==> config.mk <==
export PLATFORM = sky130hd
export DESIGN_NAME = contador_pontos_multicanal_flat
export DESIGN_NICKNAME = d
export VERILOG_FILES = /design/src/rtl/contador_pontos_multicanal_if.sv /design/src/rtl/contador_pontos_multicanal.sv /design/src/flat_wrapper.sv
export SDC_FILE = /design/constraint.sdc
export NUM_CORES = 1
export LEC_CHECK = 0
export CAP_MARGIN = 20
export CORE_MARGIN = 2
export CORE_UTILIZATION = 51
export DETAILED_ROUTE_END_ITERATION = 6
export PLACE_DENSITY = 0.78
export SYNTH_ARGS = -nofsm -noshare
export SYNTH_HDL_FRONTEND = slang
export SYNTH_SLANG_ARGS = --single-unit
==> constraint.sdc <==
create_clock -name clock -period 2.6 [get_ports clock]
set_input_delay 0.39 -clock clock [delete_from_list [all_inputs] [get_ports clock]]
set_output_delay 0.39 -clock clock [all_outputs]
set_load 0.03 [all_outputs]
==> src/rtl/contador_pontos_multicanal_if.sv <==
// Bus bundle for the multichannel score counter bank.
// The master drives the requests; the slave (the counter bank) drives the status.
interface contador_pontos_multicanal_if #(
    parameter int CANAIS  = 2,
    parameter int N       = 10,
    parameter int PASSO_W = 4
);
    localparam int LW = (CANAIS > 1) ? $clog2(CANAIS) : 1;

    logic [CANAIS-1:0]   inc;
    logic [CANAIS-1:0]   dec;
    logic [PASSO_W-1:0]  passo;
    logic [CANAIS-1:0]   carrega;
    logic [N-1:0]        valor;
    logic [CANAIS*N-1:0] Q;
    logic [CANAIS-1:0]   no_max;
    logic [CANAIS-1:0]   no_zero;
    logic [CANAIS-1:0]   combo_ativo;
    logic [CANAIS-1:0]   evento;
    logic [LW-1:0]       lider;

    modport master (
        output inc, dec, passo, carrega, valor,
        input  Q, no_max, no_zero, combo_ativo, evento, lider
    );

    modport slave (
        input  inc, dec, passo, carrega, valor,
        output Q, no_max, no_zero, combo_ativo, evento, lider
    );
endinterface

==> src/rtl/contador_pontos_multicanal.sv <==
// Bank of independent up/down score counters with step doubling (combo), saturate or wrap
// modes, synchronous load, a one-cycle max/wrap event and a registered leader index.
module contador_pontos_multicanal #(
    parameter int CANAIS    = 2,
    parameter int M         = 1000,
    parameter int N         = 10,
    parameter int PASSO_W   = 4,
    parameter int COMBO_LIM = 4,
    parameter int MODO_WRAP = 0
) (
    input  logic                  clock,
    input  logic                  zera_s,
    contador_pontos_multicanal_if.slave bus
);
    localparam int LW = (CANAIS > 1) ? $clog2(CANAIS) : 1;
    localparam int W  = N + PASSO_W + 2;
    localparam int SW = (COMBO_LIM > 1) ? $clog2(COMBO_LIM + 1) : 1;
    localparam logic [W-1:0]  TOPO = W'(M - 1);
    localparam logic [W-1:0]  MODV = W'(M);
    localparam logic [SW-1:0] LIM  = SW'(COMBO_LIM);

    logic [N-1:0]      q_r        [CANAIS];
    logic [N-1:0]      q_nxt      [CANAIS];
    logic [SW-1:0]     streak_r   [CANAIS];
    logic [SW-1:0]     streak_nxt [CANAIS];
    logic [CANAIS-1:0] combo_r;
    logic [CANAIS-1:0] evento_r;
    logic [CANAIS-1:0] evento_nxt;
    logic [LW-1:0]     lider_r;
    logic [LW-1:0]     lider_nxt;

    // All arithmetic is done W bits wide so step plus count can never overflow silently.
    always_comb begin
        logic [W-1:0] atual;
        logic [W-1:0] s;
        logic [W-1:0] soma;
        atual      = '0;
        s          = '0;
        soma       = '0;
        evento_nxt = '0;
        for (int c = 0; c < CANAIS; c++) begin
            atual = W'(q_r[c]);
            s     = W'(bus.passo) << combo_r[c];
            if (s > TOPO) s = TOPO;
            soma  = atual + s;

            q_nxt[c]      = q_r[c];
            streak_nxt[c] = streak_r[c];

            if (bus.carrega[c]) begin
                q_nxt[c]      = (W'(bus.valor) > TOPO) ? N'(TOPO) : bus.valor;
                streak_nxt[c] = '0;
            end else if (bus.inc[c] && !bus.dec[c]) begin
                if (MODO_WRAP != 0) begin
                    if (soma >= MODV) begin
                        q_nxt[c]      = N'(soma - MODV);
                        evento_nxt[c] = 1'b1;
                    end else begin
                        q_nxt[c] = N'(soma);
                    end
                end else begin
                    if (soma >= TOPO) begin
                        q_nxt[c]      = N'(TOPO);
                        evento_nxt[c] = (atual < TOPO);
                    end else begin
                        q_nxt[c] = N'(soma);
                    end
                end
                if (streak_r[c] < LIM) streak_nxt[c] = streak_r[c] + 1'b1;
            end else if (bus.dec[c] && !bus.inc[c]) begin
                if (atual < s)
                    q_nxt[c] = (MODO_WRAP != 0) ? N'(atual + MODV - s) : '0;
                else
                    q_nxt[c] = N'(atual - s);
                streak_nxt[c] = '0;
            end
        end
    end

    // Leader scans the current (already updated) counts, so it trails Q by one cycle.
    always_comb begin
        logic [N-1:0] melhor;
        melhor    = q_r[0];
        lider_nxt = '0;
        for (int c = 1; c < CANAIS; c++) begin
            if (q_r[c] > melhor) begin
                melhor    = q_r[c];
                lider_nxt = LW'(c);
            end
        end
    end

    always_ff @(posedge clock) begin
        if (zera_s) begin
            for (int c = 0; c < CANAIS; c++) begin
                q_r[c]      <= '0;
                streak_r[c] <= '0;
            end
            combo_r  <= '0;
            evento_r <= '0;
            lider_r  <= '0;
        end else begin
            for (int c = 0; c < CANAIS; c++) begin
                q_r[c]      <= q_nxt[c];
                streak_r[c] <= streak_nxt[c];
                combo_r[c]  <= (streak_nxt[c] == LIM);
            end
            evento_r <= evento_nxt;
            lider_r  <= lider_nxt;
        end
    end

    always_comb begin
        bus.Q       = '0;
        bus.no_max  = '0;
        bus.no_zero = '0;
        for (int c = 0; c < CANAIS; c++) begin
            bus.Q[c*N +: N] = q_r[c];
            bus.no_max[c]   = (q_r[c] == N'(M - 1));
            bus.no_zero[c]  = (q_r[c] == '0);
        end
    end

    assign bus.combo_ativo = combo_r;
    assign bus.evento      = evento_r;
    assign bus.lider       = lider_r;
endmodule
==> src/flat_wrapper.sv <==
// flat-port wrapper written by rule: the top's interface ports become plain ports
module contador_pontos_multicanal_flat 
#(
    parameter int CANAIS    = 2,
    parameter int M         = 1000,
    parameter int N         = 10,
    parameter int PASSO_W   = 4,
    parameter int COMBO_LIM = 4,
    parameter int MODO_WRAP = 0
)
  (clock, zera_s, bus_inc, bus_dec, bus_passo, bus_carrega, bus_valor, bus_Q, bus_no_max, bus_no_zero, bus_combo_ativo, bus_evento, bus_lider);
  contador_pontos_multicanal_if #(.CANAIS(CANAIS), .N(N), .PASSO_W(PASSO_W)) bus_i ();
  input  logic clock;
  input  logic zera_s;
  input wire logic [$bits(bus_i.inc)-1:0] bus_inc;
  input wire logic [$bits(bus_i.dec)-1:0] bus_dec;
  input wire logic [$bits(bus_i.passo)-1:0] bus_passo;
  input wire logic [$bits(bus_i.carrega)-1:0] bus_carrega;
  input wire logic [$bits(bus_i.valor)-1:0] bus_valor;
  output wire logic [$bits(bus_i.Q)-1:0] bus_Q;
  output wire logic [$bits(bus_i.no_max)-1:0] bus_no_max;
  output wire logic [$bits(bus_i.no_zero)-1:0] bus_no_zero;
  output wire logic [$bits(bus_i.combo_ativo)-1:0] bus_combo_ativo;
  output wire logic [$bits(bus_i.evento)-1:0] bus_evento;
  output wire logic [$bits(bus_i.lider)-1:0] bus_lider;
  assign bus_i.inc = bus_inc;
  assign bus_i.dec = bus_dec;
  assign bus_i.passo = bus_passo;
  assign bus_i.carrega = bus_carrega;
  assign bus_i.valor = bus_valor;
  assign bus_Q = bus_i.Q;
  assign bus_no_max = bus_i.no_max;
  assign bus_no_zero = bus_i.no_zero;
  assign bus_combo_ativo = bus_i.combo_ativo;
  assign bus_evento = bus_i.evento;
  assign bus_lider = bus_i.lider;
  contador_pontos_multicanal #(.CANAIS(CANAIS), .M(M), .N(N), .PASSO_W(PASSO_W), .COMBO_LIM(COMBO_LIM), .MODO_WRAP(MODO_WRAP)) u_core (.clock(clock), .zera_s(zera_s), .bus(bus_i));
endmodule
==> reports/qor.txt, run 1 <==
Status: complete, but fails checks
Failing checks: setup timing
Sequential element share of the synthesized area: 17.7%
Clk sink count: 31
Power, Total: 2.43 mW
Area contributors post-synth: dfxtp_1 18%, ha_1 11%, a21oi_1 6.0%
All-Layer GR Usage: 33.2%
Worst-path clk slew: 0.07 ns
Vias/cell: 6.60
ANT cells: 0
Syn Inst Count: 473
Drt total wl: 13900 um
FF-to-FF path depth: 11
Startpoint class of the critical path: register
Row Count: 30
Most common cell after layout, fill and taps aside: buf_4
Gr ovfl total: 0
Leak pwr: 2.26 nW
CP endpoint kind: register
Period minus WS final: 2.71 ns
Critical Path RT: 2.81 ns
Peak VDD IR: 0.262 mV
Drt initial violations: 405
Layout overhead on the synthesized area: 47.5%
DRC: 0
RSZ-0062 raised after global routing: true
Routability Congestion: 0.924
Layout cells sized above 1: 30.9%
Largest net degree at the start of global routing: 19
Starting Density: 52.3%
Setup TNS: -0.638 ns
I/O Pins: 51
Critical Path Fanout Max: 5
Unique masters post-synth: 67
Worst-Skew Late Latency: 0.29 ns
Final worst slack: -0.110 ns
Final hold violations: 0
Height of the die: 87.0 um
Pre-antenna DRT Iters: 5
Main flop type after synthesis: dfxtp_1
Clock root buffer master: clkbuf_8
Slew of the pin with the lowest slew margin: 0.569 ns
Slew Limit Headroom: 61.8%
Max_cap viols: 0
Slew Limit Fails: 0
Cts bufs inserted: 5
HP Class: register to register
Layout net count: 652
Synthesized area: 3510 um^2
Synth area leader: dfxtp_1
Final Setup Violations: 8
Asr flop ratio synth: 0%
CORE AREA: 6720 um^2
Htree depth: 2
Hold path depth: 3
F_max: 369 MHz
Die W: 87.0 um
TritonCTS clock tree: done
First-pass GRT wire length: 19800 um
PD cells: 469 nW/um^2
Synth top area share: 17.7%
Initial antenna violation count: 0
Dpl hpwl: 9730 um
Syn_area_per_cell: 7.42 um^2
Total die area: 7560 um^2
Vias in the first global route: 4101
Clk buf depth: 2
Port Buffers: 50
CP arrival: 2.92 ns
Synth Warn #: 0
Critical path class: register to register
Synth Register Bits: 31
Most frequent cells in the layout: 92 x buf_4, 45 x clkdlybuf4s50_1, 37 x a21oi_1
Post-route ant nets: 0
Fin crit share: 104%
Clk_skew: 0.00405 ns
Syn nets: 531
Vias: 4455
DR WL/cell: 20.6 um
Post-synth EDFFs: 0
-- cells by family after synthesis --
logic type               share of synthesized area [%]
AO/OA/AOI/OAI                                     32.2
multiplexers                                      3.21
AND/OR/NAND/NOR                                   23.0
flip-flops                                        17.7
buffers and inverters                             7.73
adder cells (fa/ha/maj)                           13.7
XOR/XNOR                                          2.49
-- state kept, by name, summed over array words and instances (netlist names) --
name	cells
u_core.q_r	20
u_core.streak_r	6
u_core.bus.combo_ativo	2
u_core.bus.evento	2
u_core.bus.lider	1
-- stage by stage --
stage	hold WS, ns	util [%]	instances	instance area, um^2	setup slack (ns)
after floorplan	0.544	-	473	3550	-0.0604
after global placement	0.587	69.3	659	4650	-0.504
after detailed placement	0.604	69.3	659	4650	-0.661
after CTS	0.613	71.8	671	4830	-0.0149
after global routing	0.653	77.1	675	5180	-0.160
final	0.625	77.1	675	5180	-0.110
-- metal layers --
layer | vias to the layer above | track usage, % | routed length, um
met3 | 76 | 4.64 | 1040
li1 | 1998 | - | -
met4 | 0 | 13.6 | 759
met5 | - | 0 | 0
met1 | 2086 | 39.6 | 5080
met2 | 295 | 59.4 | 7000
-- repair_timing --
action	in CTS	in global routing
buffers inserted	4	4
gates resized for setup	21	67
endpoints found under the hold margin	0	0
hold buffers	0	0
setup endpoints to repair	21	22
pin swaps	5	10
-- final cells by class --
type | count | area (um^2)
Clock buffer | 5 | 68.8
Clock inverter | 3 | 15.0
Fill cell | 474 | 1540
Inverter | 37 | 139
Multi-Input combinational cell | 376 | 3020
Sequential cell | 31 | 629
Tap cell | 80 | 100
Timing Repair Buffer | 143 | 1200
-- worst max-delay path, stage by stage, from the launching register on --
cell	delay, ns
dfxtp_4	0.45
mux2i_4	0.31
buf_4	0.15
inv_1	0.04
ha_2	0.22
o21bai_2	0.22
a211o_1	0.29
nand2_2	0.12
nor3_2	0.06
mux2i_1	0.13
a221o_1	0.38
a221oi_2	0.24
-- Yosys cell counts (4+ instances only) --
library cell,number
fa_1,4
a221oi_1,4
o21ai_0,32
nand2b_1,7
nor2b_1,19
inv_1,37
nand2_1,37
a21o_1,6
o211a_1,4
xnor2_1,10
clkbuf_1,16
mux2i_1,9
o21a_1,4
a21oi_1,42
nor2_1,25
nor4_1,9
a31oi_1,16
dfxtp_1,31
nor3_1,20
buf_2,8
nand3_1,10
o31ai_1,6
and3_1,5
a22oi_1,4
a211oi_1,6
nand4_1,4
ha_1,32
a211o_1,8
-- report_power, final --
group,switching [mW],internal [mW]
registers,0.0528,0.514
logic,0.794,0.685
clock network,0.201,0.183
-- final timing paths --
kind | from | end | slack [ns]
max | u_core.bus.combo_ativo[0]$_SDFF_PP0_ | u_core.q_r[0][8]$_SDFFE_PP0P_ | -0.11
min | u_core.q_r[0][8]$_SDFFE_PP0P_ | u_core.q_r[0][8]$_SDFFE_PP0P_ | 0.62
max reg2reg | u_core.bus.combo_ativo[0]$_SDFF_PP0_ | u_core.q_r[0][8]$_SDFFE_PP0P_ | -0.11
min reg2reg | u_core.q_r[0][8]$_SDFFE_PP0P_ | u_core.q_r[0][8]$_SDFFE_PP0P_ | 0.62
(Power assumes the default switching activity.)
==> run 2, diff against run 1 <==
Settings changed: CORE_ASPECT_RATIO set to 0.8, SLEW_MARGIN set to 25.
==> run 2 against run 1 <==
Net effect:
- the run still ends with setup timing left
- critical path depth fell by 2
- critical endpoint unchanged
- non-clock buffer count rose by 6
- final cell count rose by 1.9%
- highest routed layer unchanged
- routed wire length fell by 6.8%
- register-to-register slack improved by 0.08 ns
- hold slack got worse by 0.0020 ns
- largest cell class unchanged
- clock skew fell by 0.00087 ns
- die area barely moved
- combinational power barely moved
- flip-flop and latch count did not move
- first-iteration DRC count rose by 21%
==> reports/qor.txt, run 2 (synthesized netlist as in run 1, its figures left out) <==
F_max: 380 MHz
Layout overhead on the synthesized area: 46.6%
Initial antenna violation count: 0
Setup WS pre-CTS: -0.615 ns
CORE AREA: 6790 um^2
Routability Congestion: 0.971
CP top delay family: compound AO/OA/AOI/OAI gates
Max_cap viols: 0
First-pass GRT wire length: 20200 um
Most frequent cells in the layout: 97 x buf_4, 44 x clkdlybuf4s50_1, 37 x a21oi_1
Clk sink count: 31
Peak VDD IR: 0.250 mV
Hold WS: 0.623 ns
TritonCTS clock tree: done
Slew Limit Headroom: 55.0%
I/O Pins: 51
CP endpoint kind: register
Final Setup Violations: 2
Critical path class: register to register
Leak pwr: 2.29 nW
DR WL/cell: 18.8 um
Most flops, register: u_core.q_r
Layout net count: 658
Final worst slack: -0.0298 ns
Total die area: 7570 um^2
Cts bufs inserted: 5
RSZ-0062 raised after global routing: true
Final core utilization: 75.8%
Status: complete, but fails checks
Failing checks: setup timing
CP arrival: 2.83 ns
Final hold violations: 0
All-Layer GR Usage: 32.9%
Largest net degree at the start of global routing: 17
Clk buf depth: 2
Placed cell count: 674
Worst-path cell chain: mux2i_4 -> ha_4 -> nor2b_4 -> o31a_1 -> or3_4 -> nor3_4 -> mux2i_1 -> a221o_1 -> a221oi_2
Height of the die: 78.2 um
Setup TNS: -0.0330 ns
Vias in the first global route: 4026
HP Class: register to register
Worst path bufs/invs: 0
CP max-delay cell: dfxtp_4
Gr ovfl total: 0
Regs by FF count: u_core.q_r x20, u_core.streak_r x6
Layout cells sized above 1: 28.8%
Htree depth: 2
Slew of the pin with the lowest slew margin: 0.670 ns
Startpoint class of the critical path: register
Critical Path RT: 2.80 ns
Starting Density: 51.7%
FF-to-FF setup slack: -0.03 ns
DRC: 0
Worst-path clk slew: 0.07 ns
Pre-antenna DRT Iters: 6
Fill cells: 501
Critical Path Fanout Max: 6
Port Buffers: 50
Clk_skew: 0.00318 ns
Post-route ant nets: 0
Dpl hpwl: 9970 um
Worst-Skew Late Latency: 0.29 ns
Fin crit share: 101%
Drt total wl: 12900 um
Die W: 96.8 um
Clock root buffer master: clkbuf_8
Period minus WS final: 2.63 ns
Largest stage delay, worst path: 0.46 ns
ANT cells: 0
Vias/cell: 6.27
Vias: 4311
Slew Limit Fails: 0
Max reg flops: 20
Drt initial violations: 492
Non-Filler Instances: 688
Row Count: 27
PD cells: 468 nW/um^2
Most common cell after layout, fill and taps aside: buf_4
## run 2: power breakdown
part / leakage [nW] / switching (mW) / total [mW] / internal [mW]
Sequential: 0.257 / 0.0431 / 0.557 / 0.514
Combinational: 1.99 / 0.786 / 1.47 / 0.684
Clock: 0.0422 / 0.197 / 0.385 / 0.188
Total: 2.29 / 1.03 / 2.41 / 1.39
## run 2: worst min-delay path, cell delays in order, from the launching register on
cell,delay [ns]
dfxtp_1,0.32
inv_1,0.07
buf_4,0.13
a221oi_2,0.06
## run 2: stage by stage
| stage | area (um^2) | power [mW] |
|---|---|---|
| 2_1_floorplan | 3550 | 1.31 |
| 3_3_place_gp | 4710 | 1.82 |
| 3_5_place_dp | 4710 | 1.85 |
| 4_1_cts | 4910 | 2.28 |
| 5_1_grt | 5150 | 2.53 |
| 6_report | 5150 | 2.41 |
## run 2: per-layer routing
layer  share of wire [%]  global-route usage (%)  vias up  wire, um
met3                 9.5                    5.34       27      1220
met1                  44                    47.2     2035      5750
li1                    -                       -     2008         -
met4                 1.6                    6.48        0       201
met5                   0                       0        -         0
met2                  45                    52.4      241      5760
## run 2: what timing repair did
action	CTS	global route
endpoints found under the setup margin	22	24
pin swaps	7	15
resized for setup	25	48
setup buffers	4	2
hold buffers	0	0
## run 2: area by class of cell
| type | instances | area [um^2] | share of cell area (%) |
|---|---|---|---|
| Multi-Input combinational cell | 376 | 2950 | 57.2 |
| Inverter | 37 | 139 | 2.70 |
| Clock buffer | 7 | 76.3 | 1.48 |
| Clock inverter | 1 | 5.00 | 0.0972 |
| Tap cell | 87 | 109 | 2.11 |
| Timing Repair Buffer | 149 | 1240 | 24.2 |
| Sequential cell | 31 | 628 | 12.2 |
## run 2: worst paths after layout
path,startpoint,endpoint,cells past startpoint
worst max-delay path,u_core.bus.combo_ativo[0]$_SDFF_PP0_,u_core.q_r[0][8]$_SDFFE_PP0P_,9
worst max register to register,u_core.bus.combo_ativo[0]$_SDFF_PP0_,u_core.q_r[0][8]$_SDFFE_PP0P_,9
worst min register to register,u_core.q_r[0][8]$_SDFFE_PP0P_,u_core.q_r[0][8]$_SDFFE_PP0P_,3
worst min-delay path,u_core.q_r[0][8]$_SDFFE_PP0P_,u_core.q_r[0][8]$_SDFFE_PP0P_,3
==> run 3, diff against run 2 <==
Settings changed: SLEW_MARGIN 25 to 15.
==> results of run 3 <==
Same layout as run 2: the final DEF is identical, and so are final timing and power.
